===== src/rtl/clk_div_ctrl.sv =====
// Programmable clock divider: registered clk_out/tick from a period counter,
// with glitch-free ratio changes applied on period boundaries and graceful stop.
module clk_div_ctrl #(
  parameter int DATA_W = 8
) (
  input  logic              clk,
  input  logic              rst,
  input  logic              en,
  input  logic              div_req,
  input  logic [DATA_W-1:0] div_val,
  output logic              div_ack,
  output logic              div_err,
  output logic              busy,
  output logic              clk_out,
  output logic              tick,
  output logic [1:0]        state
);

  typedef enum logic [1:0] {
    IDLE = 2'd0,
    RUN  = 2'd1,
    STOP = 2'd2
  } state_t;

  state_t            st, st_nxt;
  logic [DATA_W-1:0] n, n_nxt;
  logic [DATA_W-1:0] pend, pend_nxt;
  logic [DATA_W-1:0] cnt, cnt_nxt;
  logic              busy_nxt, ack_nxt, err_nxt, clk_nxt, tick_nxt;
  logic              req_ok, last;

  always_ff @(posedge clk) begin
    if (!rst) begin
      st      <= IDLE;
      n       <= DATA_W'(4);
      pend    <= '0;
      cnt     <= '0;
      busy    <= 1'b0;
      div_ack <= 1'b0;
      div_err <= 1'b0;
      clk_out <= 1'b0;
      tick    <= 1'b0;
    end else begin
      st      <= st_nxt;
      n       <= n_nxt;
      pend    <= pend_nxt;
      cnt     <= cnt_nxt;
      busy    <= busy_nxt;
      div_ack <= ack_nxt;
      div_err <= err_nxt;
      clk_out <= clk_nxt;
      tick    <= tick_nxt;
    end
  end

  always_comb begin
    req_ok   = div_req && (div_val >= DATA_W'(2)) && !busy;
    last     = (cnt >= n - DATA_W'(1));
    st_nxt   = st;
    n_nxt    = n;
    pend_nxt = pend;
    cnt_nxt  = cnt;
    busy_nxt = busy;
    ack_nxt  = 1'b0;
    err_nxt  = div_req && !req_ok;

    case (st)
      IDLE: begin
        cnt_nxt = '0;
        if (en) st_nxt = RUN;
      end
      RUN: begin
        cnt_nxt = last ? '0 : cnt + DATA_W'(1);
        if (!en) st_nxt = last ? IDLE : STOP;
      end
      STOP: begin
        cnt_nxt = last ? '0 : cnt + DATA_W'(1);
        if (en)        st_nxt = RUN;
        else if (last) st_nxt = IDLE;
      end
      default: begin
        st_nxt  = IDLE;
        cnt_nxt = '0;
      end
    endcase

    // A pending ratio is swapped in only at a period boundary, so no phase is cut short
    if (st != IDLE && last && busy) begin
      n_nxt    = pend;
      busy_nxt = 1'b0;
      ack_nxt  = 1'b1;
    end

    // With no period running (now or from the next cycle) a new ratio can apply at once
    if (req_ok) begin
      if (st == IDLE || st_nxt == IDLE) begin
        n_nxt   = div_val;
        ack_nxt = 1'b1;
      end else begin
        pend_nxt = div_val;
        busy_nxt = 1'b1;
      end
    end

    clk_nxt  = (st_nxt != IDLE) && (cnt_nxt < (n_nxt >> 1));
    tick_nxt = (st_nxt != IDLE) && (cnt_nxt == '0);
  end

  assign state = st;

endmodule


===== config.mk =====
export PLATFORM = sky130hd
export DESIGN_NAME = clk_div_ctrl
export DESIGN_NICKNAME = d
export VERILOG_FILES = /design/src/rtl/clk_div_ctrl.sv
export SDC_FILE = /design/constraint.sdc
export NUM_CORES = 1
export LEC_CHECK = 0
export CAP_MARGIN = 5
export CORE_ASPECT_RATIO = 1.75
export CORE_MARGIN = 8
export CORE_UTILIZATION = 31
export DETAILED_ROUTE_END_ITERATION = 16
export PLACE_DENSITY_LB_ADDON = 0.05
export SLEW_MARGIN = 5
export SYNTH_ARGS = -nofsm -noshare
export SYNTH_HDL_FRONTEND = slang
export SYNTH_SLANG_ARGS = --single-unit
export TNS_END_PERCENT = 10

===== constraint.sdc =====
create_clock -name clk -period 4.71 [get_ports clk]
set_input_delay 0.471 -clock clk [delete_from_list [all_inputs] [get_ports clk]]
set_output_delay 0.471 -clock clk [all_outputs]
set_load 0.02 [all_outputs]

## Yosys cells after proc, flatten, opt, wreduce, memory -nomap -nowiden

Index checks and enable logic that the tools add are counted.

| storage, ports and cells | value |
|---|---|
| input bits | 12 |
| output and inout port bits | 7 |
| register bits | 31 |
| word-level logic and storage cells | 51 |

| operators by class | value |
|---|---|
| reductions and logical operators | 17 |
| add/subtract/negate cells | 2 |
| eq/ne operators | 2 |
| bitwise operators | 1 |
| $lt $le $gt $ge | 3 |
| mux-type cells | 17 |

Operator list:

| operator | number |
|---|---|
| $mux 8 | 5 |
| $mux 2 | 5 |
| $add 8x1->8 const B | 1 |
| $ge 8x2->1 const B | 1 |
| $ge 8x8->1 | 1 |
| $logic_not 8->1 | 1 |
| $lt 8x7->1 | 1 |
| $sub 8x1->8 const B | 1 |
| $logic_and 1x1->1 | 7 |
| $mux 1 | 6 |
| $pmux 2 s3 | 1 |
| $logic_not 2->1 | 2 |
| $reduce_bool 2->1 | 2 |
| $eq 2x1->1 const B | 1 |
| $eq 2x2->1 const B | 1 |
| $logic_not 1->1 | 2 |
| $reduce_and 2->1 | 1 |
| $reduce_or 2->1 | 1 |
| $logic_or 1x1->1 | 1 |
| $not 1->1 | 1 |

## Longest topological paths before layout

Gate-level depths: netlist (run 1).

| depth | value |
|---|---|
| depth after elaboration | 11 |
| mapped depth | 22 |
| mapped depth without buffers | 21 |

## Worst setup path after synthesis (run 1)

OpenSTA, ideal clock, no wires.

| timing | value |
|---|---|
| kind | register to register |
| start | register n[0] |
| end | register clk_out |
| buffers on the path | 1 |
| data required time | 4.583 ns |
| data arrival time | 3.593 ns |
| cell stages (with the launch flop) | 20 |
| path slack | 0.990 ns |
| setup time | 0.127 ns |
| period minus slack after synthesis | 3.720 ns |
| cells stage by stage | dfxtp_1 > inv_1 > ha_1 > nand2_1 > nor3_1 > xnor2_1 > ha_1 > o21ai_1 > or2_4 > a32o_1 > o21ai_2 > a31oi_2 > buf_2 > o21ai_1 > o31ai_1 > ha_1 > nand2_1 > or4_1 > o311ai_1 > a21oi_1 |

| on the way | value |
|---|---|
| cells in the longest elaborated chain, start to end | 11 |
| elaborated cells on any way between the ends | 19 |
| classes of those cells | add/sub (1); order compare (2); mux (10); reduce/logical (6) |

Ends and longest elaborated chain:

| what | RTL line | source |
|---|---|---|
| start, declared | 26 | `logic [DATA_W-1:0] n, n_nxt;` |
| start signal, assigned | 45 | `n <= n_nxt;` |
| $sub 8x1->8 * | 58 | `last = (cnt >= n - DATA_W'(1));` |
| $ge 8x8->1 * | 58 |  |
| $mux 2 (on tied branches) | 79, 74 |  |
| $mux 2 (on tied branches) | 78, 74 |  |
| $pmux 2 s3 | 67 | `case (st)` |
| $logic_not 2->1 | 96 | `if (st == IDLE \|\| st_nxt == IDLE) begin` |
| $logic_or 1x1->1 | 96 |  |
| $mux 8 | 96 |  |
| $mux 8 | 95 | `if (req_ok) begin` |
| $lt 8x7->1 | 105 | `clk_nxt = (st_nxt != IDLE) && (cnt_nxt < (n_nxt >> 1));` |
| $logic_and 1x1->1 * | 105 |  |
| end signal, assigned | 51 | `clk_out <= clk_nxt;` |
| end, declared | 14 | `output logic clk_out,` |

Every way passes the cells marked *; elsewhere a longest branch is shown, timed or not.
A chain may end at the register's enable or synchronous reset.

## Worst setup path after layout (run 1)

Ends and elaborated chain as after synthesis.

==> summary.md, run 1 <==
| Metric | Value |
|---|---|
| Tot GR Track Use | `12.39%` |
| Total CTS buffers | `5` |
| Clock insertion delay at the later pin of the skew report | `0.29 ns` |
| Clock skew | `0.009312 ns` |
| Initial DRC Count | `79` |
| Routed vias/inst | `5.214` |
| Clk buf depth | `2` |
| Post-CTS Hold Buffers | `0` |
| Fin. max-slew vios | `0` |
| FF-to-FF Start | `n[0]$_SDFF_PN0_` |
| Worst reg2reg setup slack | `0.46 ns` |
| Crit end category | `register` |
| Root buffer cell | `clkbuf_8` |
| Hold Violations, Final | `0` |
| Leak | `0.9051 nW` |
| WP data required | `4.88 ns` |
| CORE AREA | `6181 um^2` |
| CTS tree | `yes` |
| Sw frac | `37.12%` |
| Fmax | `235.3 MHz` |
| Fin nets | `278` |
| Crit path DAT | `4.42 ns` |
| Total Wirelength | `5479 um` |
| EDFF count, synth | `0` |
| Largest net degree at the start of global routing | `22` |
| Fin Hold WS | `0.5007 ns` |
| Sequential share of power | `37.7%` |
| Comb power frac | `36.7%` |
| Slew @ Worst Pin | `0.7113 ns` |
| PwrDens | `353.9 nW/um^2` |
| Routability Congestion | `0.7729` |
| CP max FO | `21` |
| Port-buffer cells | `18` |
| Critical path origin | `n[0]$_SDFF_PN0_` |
| Post-synthesis sequential area ratio | `31.29%` |
| Status | `finished, final reports clean` |
| Count of cell types in the netlist | `49` |
| Gr ovfl total | `0` |
| Final ANT Viol Nets | `0` |
| Die Y | `121.8 um` |
| Final Util | `37.87%` |
| Quantity of gates resized following cts | `0` |
| Critical path destination | `clk_out$_SDFF_PN0_` |
| Clk pwr share | `25.6%` |
| Critical Path Start Type | `register` |
| Synth Register Bits | `31` |
| P_sw | `0.3075 mW` |
| Worst slew margin | `51.91%` |
| Starting Density | `32.09%` |
| Synth Flop Type | `dfxtp_1` |
| Worst Setup Slack, final | `0.4600 ns` |
| Total power | `0.8284 mW` |
| Initial antenna violation count | `0` |
| Share of layout cells above drive strength 1 | `8.097%` |
| Post-Syn Area | `1983 um^2` |
| Postcts setup bufs | `0` |
| Horiz. Die Dim | `76.46 um` |
| Worst-path clk slew | `0.07 ns` |
| Area Growth Syn to Fin | `18.04%` |
| Hpwl dp | `4344 um` |
| Fin crit share | `90.23%` |
| Initial DRT Pass Iterations | `4` |
| Final setup fails | `0` |
| R2R depth | `17` |
| Syn avg cell area | `8.814 um^2` |
| Routed vias | `1705` |
| I/O Pins | `19` |
| Async set-or-reset flop fraction in the synthesized netlist | `0%` |
| Post-Synthesis Cells | `225` |
| Worst-case vdd ir drop | `0.0001636 V` |
| Ys Warns | `0` |
| Row count | `38` |
| RR Endpoint | `clk_out$_SDFF_PN0_` |
| Pre-CTS setup slack | `0.5118 ns` |
| Post-route DRC | `0` |
| First-pass GRT wire length | `9183 um` |
| Hold Path Class | `reg2reg` |
| Number of global-route vias before repair | `1788` |
| RSZ-0062 raised after global routing | `false` |
| Die Area | `9313 um^2` |
| Setup_tns | `0 ns` |
| N_diodes | `0` |
| Int Pwr | `0.5209 mW` |
| Max-cap viol count | `0` |
| Final Critical Period | `4.250 ns` |
| Setup CP Type | `reg2reg` |
| CTS sink cnt | `31` |
| Syn_nets | `257` |
| H-tree depth | `2` |
| Post-DR wirelength/cell | `16.76 um` |
[power by group through the flow]
| stage | Clock (mW) | Combinational [mW] | Sequential, mW |
|---|---|---|---|
| after floorplan | 0 | 0.204 | 0.324 |
| after global placement | 0 | 0.305 | 0.319 |
| after detailed placement | 0 | 0.305 | 0.319 |
| after CTS | 0.221 | 0.307 | 0.313 |
| after global routing | 0.228 | 0.341 | 0.316 |
| final | 0.212 | 0.304 | 0.312 |
[routing by layer]
layer | GRT usage, % | part of all wire [%] | vias up
met2 | 23.96 | 55 | 21
met5 | 0 | 0 | -
met3 | 1.844 | 1.6 | 6
met1 | 12.49 | 42 | 804
li1 | - | - | 874
met4 | 6.295 | 2.0 | 0
[worst min-delay path by stage]
stage | startpoint | end | cells after the start
global placement | pend[0]$_SDFFE_PN0P_ | pend[0]$_SDFFE_PN0P_ | 2
floorplan | pend[2]$_SDFFE_PN0P_ | pend[2]$_SDFFE_PN0P_ | 2
global route | pend[0]$_SDFFE_PN0P_ | pend[0]$_SDFFE_PN0P_ | 2
CTS | pend[0]$_SDFFE_PN0P_ | pend[0]$_SDFFE_PN0P_ | 2
detailed placement | pend[0]$_SDFFE_PN0P_ | pend[0]$_SDFFE_PN0P_ | 2
finish | pend[0]$_SDFFE_PN0P_ | pend[0]$_SDFFE_PN0P_ | 2
[critical path, cell delays in order, from the launching register on]
cell	delay (ns)
dfxtp_1	0.36
inv_1	0.11
ha_1	0.24
xnor2_1	0.22
ha_1	0.29
and3_1	0.18
o21ai_1	0.32
nand4_1	0.14
a311o_1	0.42
a31oi_2	0.19
buf_4	0.26
o21ai_0	0.13
a21boi_1	0.17
ha_1	0.28
nand2_1	0.06
or4_1	0.46
o311ai_1	0.24
a21oi_1	0.07
[cell usage after synthesis, types with 2 or more instances]
master     n  area, um^2
nor2b_1    3       18.77
nand4_1    3       18.77
nand2_1    8       30.03
inv_1      9       33.78
and3_1     6       37.54
xnor2_1    6       52.55
o31ai_1    5       37.54
a21o_1     2       15.01
o21ai_1    7       35.03
nand3_1    8       40.04
clkbuf_1   5       18.77
nor4_1     4       25.02
nor2_1    24       90.09
o21ai_0    6       30.03
nor3_1    11       55.05
ha_1      20       250.2
o311a_1    6       60.06
nand2b_1   2       12.51
o21a_1     2       15.01
mux2i_1   13       130.1
xor2_1     6       52.55
dfxtp_1   31       620.6
buf_2      3       15.01
a21oi_1    9       45.04
o211a_1    2       20.02
[cells in the final DEF (no fill, tap or decap), types with 6 or more instances in the layout]
master           instances
dfxtp_1                 31
nor2_1                  24
ha_1                    20
clkdlybuf4s50_1         18
mux2i_1                 13
nor3_1                  11
inv_1                    9
a21oi_1                  9
nand2_1                  8
nand3_1                  8
o21ai_1                  7
xnor2_1                  6
xor2_1                   6
and3_1                   6
o21ai_0                  6
o311a_1                  6
[cells by family after synthesis]
group,after synthesis,synth area share [%]
flops,31,31.29
xor+xnor,12,5.300
compound gates,53,20.13
mux,14,7.129
buf+inv,19,4.164
simple gates,76,19.37
fa+ha+maj,20,12.62
[flip-flops by register name, summed over array words and instances, names as in the netlist]
register	cells
div_ack	1
tick	1
busy	1
n	8
clk_out	1
pend	8
state	2
cnt	8
div_err	1
[metrics by stage]
step	instance area (um^2)	cells
final	2341	327
after global routing	2341	327
after CTS	2341	327
after detailed placement	2256	319
after global placement	2256	319
after floorplan	1983	225
[layout make-up]
class / instances / area, um^2
repair buffers: 23 / 217.7
clock inverters: 2 / 12.51
well taps: 80 / 100.1
fillers: 677 / 3840
clock buffers: 6 / 72.57
flip-flops and latches: 31 / 620.6
inverters: 10 / 37.54
multi-input cells: 175 / 1280
Power figures use the tool's default switching activity.
==> run 2, diff against run 1 <==
- CELL_PAD_IN_SITES_DETAIL_PLACEMENT: default -> 0
- CELL_PAD_IN_SITES_GLOBAL_PLACEMENT: default -> 2
- CTS_CLUSTER_DIAMETER: default -> 100
==> run 2 against run 1 <==
  * Clock skew is 0.0039 ns lower
  * Worst setup slack worse by 0.070 ns
  * Critical path depth increased by 2
  * Register-to-register slack got worse by 0.07 ns
  * Sequential power rose by 1%
  * Sequential share of layout area is 0.13 points higher
  * Clock-buffer cell count grew 1
  * Via count grew 4.2%
  * Core utilization is 0.18 points lower
  * Routed wire length increased by 2.9%
  * Die area unchanged
  * Maximum frequency is 1.6% lower
  * Critical path type unchanged
  * Largest cell class unchanged
  * Largest power group unchanged
==> summary.md, run 2 (synthesis results as in run 1) <==
| Metric | Value |
|---|---|
| Worst Setup Slack, final | `0.3904 ns (-0.06956 ns)` |
| DP Area | `2248 um^2 (-0.33%)` |
| Die Area | `9313 um^2 (unchanged)` |
| Commonest non-fill, non-tap cell in the layout | `dfxtp_1` |
| PwrDens | `354.0 nW/um^2 (about the same)` |
| Initial DRT Pass Iterations | `4 (unchanged)` |
| Fmax | `231.5 MHz (-1.6%)` |
| Leak | `0.9009 nW (-0.47%)` |
| WP data required | `4.87 ns (about the same)` |
| CORE AREA | `6181 um^2 (unchanged)` |
| Final Critical Period | `4.320 ns (+0.06956 ns)` |
| Final Util | `37.69% (-0.18 points)` |
| RSZ-0062 raised after global routing | `false` |
| Area of the multi-input gates | `1280 um^2 (unchanged)` |
| Routed vias/inst | `5.451 (+4.5%)` |
| Row count | `38 (unchanged)` |
| Root buffer cell | `clkbuf_8` |
| Hold Path Class | `reg2reg` |
| Fillers | `683 (+0.89%)` |
| Hold Violations, Final | `0 (unchanged)` |
| CTS sink cnt | `31 (unchanged)` |
| Clk buf depth | `2 (unchanged)` |
| Worst slew margin | `52.57% (+0.66 points)` |
| Final std cells w/o fill | `326 (-0.31%)` |
| Reg area | `620.6 um^2 (unchanged)` |
| Die Y | `121.8 um (unchanged)` |
| Fin Hold WS | `0.4967 ns (-0.004041 ns)` |
| Largest net degree at the start of global routing | `20 (-9.1%)` |
| Pre-CTS setup slack | `0.4725 ns (-0.03931 ns)` |
| Crit path DAT | `4.48 ns (+0.06 ns)` |
| Post-DR wirelength/cell | `17.29 um (+3.2%)` |
| CP max FO | `19 (-9.5%)` |
| Biggest regs | `cnt x8, n x8, pend x8` |
| Most frequent cells in the layout | `dfxtp_1 (31), nor2_1 (24), ha_1 (20)` |
| Total power | `0.8248 mW (-0.43%)` |
| Number of global-route vias before repair | `1841 (+3.0%)` |
| Initial DRC Count | `70 (-11%)` |
| Area Growth Syn to Fin | `17.48%` |
| Port-buffer cells | `18 (unchanged)` |
| Post-CTS Hold Buffers | `0 (unchanged)` |
| Post-route DRC | `0 (unchanged)` |
| H-tree depth | `2 (unchanged)` |
| Total Wirelength | `5637 um (+2.9%)` |
| N_diodes | `0 (unchanged)` |
| Starting Density | `32.09% (unchanged)` |
| Setup_tns | `0 ns (unchanged)` |
| Critical Path Start Type | `register` |
| Crit end category | `register` |
| Final ANT Viol Nets | `0 (unchanged)` |
| First-pass GRT wire length | `9246 um (+0.69%)` |
| Tot GR Track Use | `12.33% (-0.069 points)` |
| Fin crit share | `91.71% (+1.5 points)` |
| Post-Place Cells | `318 (-0.31%)` |
| Max-cap viol count | `0 (unchanged)` |
| Horiz. Die Dim | `76.46 um (unchanged)` |
| Fin nets | `277 (-0.36%)` |
| Routability Congestion | `0.7724 (about the same)` |
| Gr ovfl total | `0 (unchanged)` |
| Clock skew | `0.005363 ns (-0.003948 ns)` |
| Clock insertion delay at the later pin of the skew report | `0.28 ns (about the same)` |
| Fin. max-slew vios | `0 (unchanged)` |
| Final setup fails | `0 (unchanged)` |
| Hpwl dp | `4510 um (+3.8%)` |
| Slew @ Worst Pin | `0.7016 ns (-0.009725 ns)` |
| Postcts setup bufs | `0 (unchanged)` |
| CTS tree | `yes` |
| Worst-case vdd ir drop | `0.0001861 V (+14%)` |
| Worst-path clk slew | `0.07 ns (about the same)` |
| Initial antenna violation count | `0 (unchanged)` |
| Setup CP Type | `reg2reg` |
| Final instance area | `2330 um^2 (-0.48%)` |
| Quantity of gates resized following cts | `0 (unchanged)` |
| Total CTS buffers | `5 (unchanged)` |
| Routed vias | `1777 (+4.2%)` |
| Status | `finished, final reports clean` |
| I/O Pins | `19 (unchanged)` |
| Share of layout cells above drive strength 1 | `7.317% (-0.78 points)` |
run 2: cell count changes in the layout (fill, tap and decap cells not counted), sizes merged:
cell	before	now
clkbuf	6	7
clkinvlp	1	0
buf	5	4
run 2: path summary, 6_finish.rpt:
| kind | to | slack [ns] | cells past startpoint | from |
|---|---|---|---|---|
| setup / recovery | clk_out$_SDFF_PN0_ | 0.39 | 19 | n[0]$_SDFF_PN0_ |
| hold / removal | pend[3]$_SDFFE_PN0P_ | 0.50 | 2 | pend[3]$_SDFFE_PN0P_ |
| setup reg to reg | clk_out$_SDFF_PN0_ | 0.39 | 19 | n[0]$_SDFF_PN0_ |
| hold reg to reg | pend[3]$_SDFFE_PN0P_ | 0.50 | 2 | pend[3]$_SDFFE_PN0P_ |
run 2: critical path: stages (launching register included):
cell      delay, ns
dfxtp_1        0.31
inv_1          0.12
ha_1           0.20
nand2_1        0.10
nor3_1         0.18
xnor2_1        0.12
ha_1           0.30
o21ai_1        0.08
o21a_1         0.19
and3_1         0.18
a21oi_1        0.40
a31oi_2        0.20
buf_4          0.25
o21ai_1        0.19
o31ai_1        0.16
ha_1           0.34
nand2_1        0.07
or4_1          0.49
o311ai_1       0.25
a21oi_1        0.07
run 2: power breakdown:
group / switching [mW] / internal [mW] / total (mW)
clock network: 0.105 / 0.104 / 0.208
registers: 0.0260 / 0.290 / 0.316
logic: 0.174 / 0.127 / 0.301
run 2: area by class of cell:
type,instances,share of cell area [%]
Clock inverter,1,0.2148
Timing Repair Buffer,22,9.023
Multi-Input combinational cell,175,54.94
Inverter,10,1.611
Tap cell,80,4.296
Sequential cell,31,26.64
Clock buffer,7,3.276
run 2: layer usage:
layer / track usage (%) / routed length [um]
met1: 12.34 / 2280
met2: 24.18 / 3048
met3: 2.434 / 182
met4: 4.722 / 127
met5: 0 / 0
